### src/rtl/spi_rx_pkg.sv
// Shared types and sizing helpers for the SPI frame receiver.
package spi_rx_pkg;

  typedef enum logic [1:0] {
    IDLE  = 2'd0,
    SHIFT = 2'd1,
    CHECK = 2'd2
  } state_e;

  // Bit counter must hold 0..frame_w+1, where frame_w+1 is the "too many bits" saturation value.
  function automatic int cnt_width(input int frame_w);
    return $clog2(frame_w + 2);
  endfunction

endpackage

### src/rtl/spi_input_sync.sv
// Multi-flop synchroniser plus one history flop; reports level and edges.
module spi_input_sync #(
  parameter int STAGES    = 2,
  parameter bit RESET_VAL = 1'b0
) (
  input  logic clk,
  input  logic reset,
  input  logic din,
  output logic level,
  output logic rise,
  output logic fall
);

  logic [STAGES-1:0] sync_q, sync_d;
  logic              hist_q, hist_d;

  // Shift the raw pin into the chain; the history flop holds the previous synced level.
  always_comb begin
    // NOTE: every always_comb output gets a value on every path; otherwise a latch is inferred.
    sync_d = {sync_q[STAGES-2:0], din};
    hist_d = sync_q[STAGES-1];
  end

  // Synchroniser and history registers.
  always_ff @(posedge clk) begin
    // NOTE: registers use non-blocking (<=) so all flops update from the same pre-edge values.
    if (reset) begin
      sync_q <= {STAGES{RESET_VAL}};
      hist_q <= RESET_VAL;
    end else begin
      sync_q <= sync_d;
      hist_q <= hist_d;
    end
  end

  assign level = sync_q[STAGES-1];
  assign rise  = level & ~hist_q;
  assign fall  = ~level & hist_q;

endmodule

### src/rtl/spi_frame_rx.sv
// SPI receive slave in the clk domain: shifts one MSB-first frame per cs window and checks its length.
module spi_frame_rx
  import spi_rx_pkg::*;
#(
  parameter int FRAME_W     = 16,
  parameter int NUM_LED     = 3,
  parameter bit CS_ACTIVE   = 1'b1,
  parameter bit SAMPLE_RISE = 1'b1,
  parameter int SYNC_STAGES = 2
) (
  input  logic               clk,
  input  logic               reset,
  input  logic               sck,
  input  logic               sdi,
  input  logic               cs,
  output logic [FRAME_W-1:0] rx_data,
  output logic               rx_valid,
  output logic               frame_err,
  output logic               busy,
  output logic [NUM_LED-1:0] led
);

  localparam int              CW        = cnt_width(FRAME_W);
  localparam logic [CW-1:0]   CNT_FULL  = CW'(FRAME_W);
  localparam logic [CW-1:0]   CNT_MAX   = CW'(FRAME_W + 1);
  localparam int              SW        = $clog2(SYNC_STAGES + 2);
  localparam logic [SW-1:0]   SETTLE_N  = SW'(SYNC_STAGES + 1);

  logic sck_lvl_unused, sck_rise, sck_fall;
  logic cs_lvl, cs_rise, cs_fall;
  logic sdi_lvl, sdi_rise_unused, sdi_fall_unused;

  spi_input_sync #(.STAGES(SYNC_STAGES), .RESET_VAL(1'b0)) u_sck_sync (
    .clk(clk), .reset(reset), .din(sck),
    .level(sck_lvl_unused), .rise(sck_rise), .fall(sck_fall)
  );

  spi_input_sync #(.STAGES(SYNC_STAGES), .RESET_VAL(!CS_ACTIVE)) u_cs_sync (
    .clk(clk), .reset(reset), .din(cs),
    .level(cs_lvl), .rise(cs_rise), .fall(cs_fall)
  );

  spi_input_sync #(.STAGES(SYNC_STAGES), .RESET_VAL(1'b0)) u_sdi_sync (
    .clk(clk), .reset(reset), .din(sdi),
    .level(sdi_lvl), .rise(sdi_rise_unused), .fall(sdi_fall_unused)
  );

  logic cs_on_edge, cs_off_edge, cs_is_active, sample_edge;
  assign cs_on_edge   = CS_ACTIVE ? cs_rise : cs_fall;
  assign cs_off_edge  = CS_ACTIVE ? cs_fall : cs_rise;
  assign cs_is_active = (cs_lvl == CS_ACTIVE);
  assign sample_edge  = SAMPLE_RISE ? sck_rise : sck_fall;

  state_e             state_q, state_d;
  logic [FRAME_W-1:0] shreg_q, shreg_d;
  logic [CW-1:0]      count_q, count_d;
  logic [FRAME_W-1:0] rx_data_q, rx_data_d;
  logic               rx_valid_q, rx_valid_d;
  logic               frame_err_q, frame_err_d;
  logic               busy_q, busy_d;
  logic [SW-1:0]      settle_q, settle_d;
  logic               armed_q, armed_d;

  // Next-state logic. The armed flag only sets once the synchroniser has flushed its reset
  // value and cs is seen inactive, so a cs held active through reset release cannot start a frame.
  always_comb begin
    state_d     = state_q;
    shreg_d     = shreg_q;
    count_d     = count_q;
    rx_data_d   = rx_data_q;
    rx_valid_d  = 1'b0;
    frame_err_d = frame_err_q;
    settle_d    = settle_q;
    armed_d     = armed_q;

    if (settle_q != SETTLE_N) begin
      settle_d = settle_q + 1'b1;
    end else if (!cs_is_active) begin
      armed_d = 1'b1;
    end

    unique case (state_q)
      IDLE: begin
        if (armed_q && cs_on_edge) begin
          shreg_d = '0;
          count_d = '0;
          state_d = SHIFT;
        end
      end
      SHIFT: begin
        // A sample edge coinciding with cs release is deliberately dropped.
        if (cs_off_edge) begin
          state_d = CHECK;
        end else if (sample_edge) begin
          shreg_d = {shreg_q[FRAME_W-2:0], sdi_lvl};
          if (count_q != CNT_MAX) count_d = count_q + 1'b1;
        end
      end
      CHECK: begin
        if (count_q == CNT_FULL) begin
          rx_data_d   = shreg_q;
          rx_valid_d  = 1'b1;
          frame_err_d = 1'b0;
        end else begin
          frame_err_d = 1'b1;
        end
        state_d = IDLE;
      end
      default: state_d = IDLE;
    endcase

    busy_d = (state_d == SHIFT);
  end

  // FSM and registered outputs.
  always_ff @(posedge clk) begin
    // NOTE: every datapath register is reset here, since partial frames must not survive reset.
    if (reset) begin
      state_q     <= IDLE;
      shreg_q     <= '0;
      count_q     <= '0;
      rx_data_q   <= '0;
      rx_valid_q  <= 1'b0;
      frame_err_q <= 1'b0;
      busy_q      <= 1'b0;
      settle_q    <= '0;
      armed_q     <= 1'b0;
    end else begin
      state_q     <= state_d;
      shreg_q     <= shreg_d;
      count_q     <= count_d;
      rx_data_q   <= rx_data_d;
      rx_valid_q  <= rx_valid_d;
      frame_err_q <= frame_err_d;
      busy_q      <= busy_d;
      settle_q    <= settle_d;
      armed_q     <= armed_d;
    end
  end

  assign rx_data   = rx_data_q;
  assign rx_valid  = rx_valid_q;
  assign frame_err = frame_err_q;
  assign busy      = busy_q;
  assign led       = rx_data_q[FRAME_W-1 -: NUM_LED];

endmodule

### config.mk
export PLATFORM = sky130hd
export DESIGN_NAME = spi_frame_rx
export DESIGN_NICKNAME = d
export VERILOG_FILES = /design/src/rtl/spi_rx_pkg.sv /design/src/rtl/spi_input_sync.sv /design/src/rtl/spi_frame_rx.sv
export SDC_FILE = /design/constraint.sdc
export NUM_CORES = 1
export LEC_CHECK = 0
export CAP_MARGIN = 30
export CORE_ASPECT_RATIO = 2
export CORE_MARGIN = 4
export CORE_UTILIZATION = 44
export DETAILED_ROUTE_END_ITERATION = 8
export GPL_ROUTABILITY_DRIVEN = 1
export GPL_TIMING_DRIVEN = 1
export PLACE_DENSITY_LB_ADDON = 0.12
export SETUP_SLACK_MARGIN = 0.3
export SKIP_CTS_REPAIR_TIMING = 1
export SYNTH_ARGS = -nofsm -noshare
export SYNTH_HDL_FRONTEND = slang
export SYNTH_SLANG_ARGS = --single-unit
### constraint.sdc
create_clock -name clk -period 1.95 [get_ports clk]
set_input_delay 0.2925 -clock clk [delete_from_list [all_inputs] [get_ports clk]]
set_output_delay 0.2925 -clock clk [all_outputs]
set_load 0.005 [all_outputs]
==> results.ini <==
[global_route]
grt_usage_pct=14.7
grt_max_degree=37
grt_pass1_wl_um=6000
antenna_found_initial=0
grt-ovfl-total=0
grt_pass1_vias=1394

[yosys]
synth_edf_count=0
syn-cell-area_um2=1920
synth_top_cell_by_area=dfxtp_1
syn_area_per_cell_um2=9.53
post_synth_inst_count=202
synth_top_area_share_pct=55.1
synthTopCellsByArea=dfxtp_1, a22o_1, nand2_1
synth_cell_types=32
syn_nets=211
ys_warn_count=0
synth_seq_cells=53
yosysMostFrequentCell=dfxtp_1
synth_commonest_cells=dfxtp_1, nand2_1, a21oi_1
ys_seq_area_share_pct=55.1
postSynth.asyncResetShare_pct=0
synth-main-ff-cell=dfxtp_1

[setup_path]
end_kind=register
critPathMaxStageDelay_ns=0.37
cp_data_required_time_ns=2.19
worstPathCellList=and2b_2 -> or3b_1 -> or3_1 -> a31oi_1
cp.buffers_inverters=0
crit_start=state_q[1]
path_delay_family=simple AND/OR/NAND/NOR gates
worst-setup-path-type=reg2reg
r2r_slack_ns=0.35
endpoint=count_q[3]
cpMaxStageDelayCell=or3b_1
regToRegEndpoint=count_q[3]
critPathArrivalTime_ns=1.84
reg2regPathDepth=4
timing.rr.start=state_q[1]
worst_setup_path_start_kind=register
crit_fanout=6
cp_num_cells=4

[finish]
multi_input_area_um2=800
nNetsFinal=234
layout.area.seq_um2=1060
area_delta_synth_final_pct=21.7
layout-drive-gt1-share_pct=8.41
final_util_pct=56.2
antenna_cells=0
n_fill_cell=388

[die]
start_util_pct=46.1
dieArea_um2=5560
dieHeight_um=102
core_area_um2=4170
io_pins=27
die_w_um=54.8
core.rowCount=33

[sta]
finalCritPeriodShare_pct=81.9
period_minus_slack_ns=1.60
holdWs_ns=0.439
timing.fmax_ghz=0.626
finalSetupTns_ns=0
hold_viol=0
slew_headroom_pct=72.0
rsz0062_at_grt=no
drv_slew=0
fin_worst_skew_ns=0.0108
setup_viol=0
tightestPinTransition_ns=0.419

[route]
drc=0
drt_iter0_drc=10
vias=1431
avgViaCountPerCell=5.15
drt-wirelength-per-cell_um=13.1
dr.pass1.iters=4
routed_wl_um=3640
ant_nets=0

[clocking]
cts_root_buf=clkbuf_8
cts_tree=done
cts-htree-levels=2
cts_buffer_depth=2
cts_sinks=53
clock_latency_ns=0.31
cts_buffers=5
clkTransAtPathRegs_ns=0.09

[placement]
portBuffers=26
dp_hpwl_um=2570
place_congestion=0.817

[outcome]
status=finished, final reports clean

[hold_path]
hp-class=reg2reg
min_path_cells=1

[run]
cap_violations=0

[pwr]
ir_drop_uv=544
leakage_uw=0.000814
cellPowerDensity_nw_per_um2=833

where the power goes:
part,internal [uW],total (uW),switching (uW)
combinational,30.8,67.7,36.9
clock,417,770,353
sequential,1100,1110,11.8
routing by layer:
layer / part of all wire, % / vias up / track usage, % / wire length [um]
li1: - / 732 / - / -
met1: 40 / 666 / 15.2 / 1440
met2: 55 / 26 / 25.4 / 1990
met3: 3.5 / 7 / 3.39 / 126
met4: 2.3 / 0 / 8.64 / 83
met5: 0 / - / 0 / 0
cell families (layout without fill, tap and decap cells):
group / count (synthesis) / in the layout / synth area share, %
xor gates and xnor gates: 1 / 1 / 0.455
adders and majority gates: 4 / 4 / 2.60
DFF: 53 / 53 / 55.1
AOI/OAI and AO/OA: 44 / 44 / 15.0
muxes: 1 / 1 / 0.520
and+or+nand+nor: 83 / 83 / 22.2
buffers and inverters: 16 / 40 / 4.10
worst min-delay path by stage:
stage | from | slack, ns | endpoint
after floorplan | u_cs_sync.sync_q[0] | 0.41 | u_cs_sync.sync_q[1]
after global placement | u_sck_sync.sync_q[0] | 0.42 | u_sck_sync.sync_q[1]
after detailed placement | u_sdi_sync.sync_q[0] | 0.42 | u_sdi_sync.sync_q[1]
after CTS | u_sdi_sync.sync_q[0] | 0.44 | u_sdi_sync.sync_q[1]
after global routing | u_sdi_sync.sync_q[0] | 0.45 | u_sdi_sync.sync_q[1]
final | u_sdi_sync.sync_q[0] | 0.44 | u_sdi_sync.sync_q[1]
cell usage in the layout (no fill, tap or decap), types with 4 or more instances in the layout:
| master | instances |
|---|---|
| a21oi_1 | 21 |
| a22o_1 | 16 |
| clkbuf_8 | 6 |
| clkdlybuf4s50_1 | 26 |
| dfxtp_1 | 51 |
| ha_1 | 4 |
| nand2_1 | 37 |
| nand3_1 | 4 |
| nor2_1 | 11 |
| nor2b_1 | 10 |
registers in the layout, indices dropped and copies added, names as in the netlist:
name               count
state_q                2
settle_q               2
shreg_q               16
armed_q                1
u_cs_sync.hist_q       1
u_sck_sync.hist_q      1
rx_data               16
count_q                5
u_sdi_sync.sync_q      2
frame_err              1
busy                   1
u_sck_sync.sync_q      2
u_cs_sync.sync_q       2
rx_valid               1
metrics by stage:
step	power [uW]	area (um^2)	std cells	setup WS, ns
2_1_floorplan	1190	1920	202	0.436
3_3_place_gp	1200	2200	270	0.109
3_5_place_dp	1210	2200	270	-0.0471
4_1_cts	1970	2320	278	-0.0521
5_1_grt	2030	2340	278	0.304
6_report	1950	2340	278	0.352
cell type report:
type                            count  share of cell area [%]
Clock buffer                        6                    3.53
Multi-Input combinational cell    133                    34.1
Timing Repair Buffer               29                    12.1
Sequential cell                    53                    45.4
Tap cell                           52                    2.78
Inverter                            3                   0.481
Clock inverter                      2                    1.60
Power figures use the tool's default switching activity.
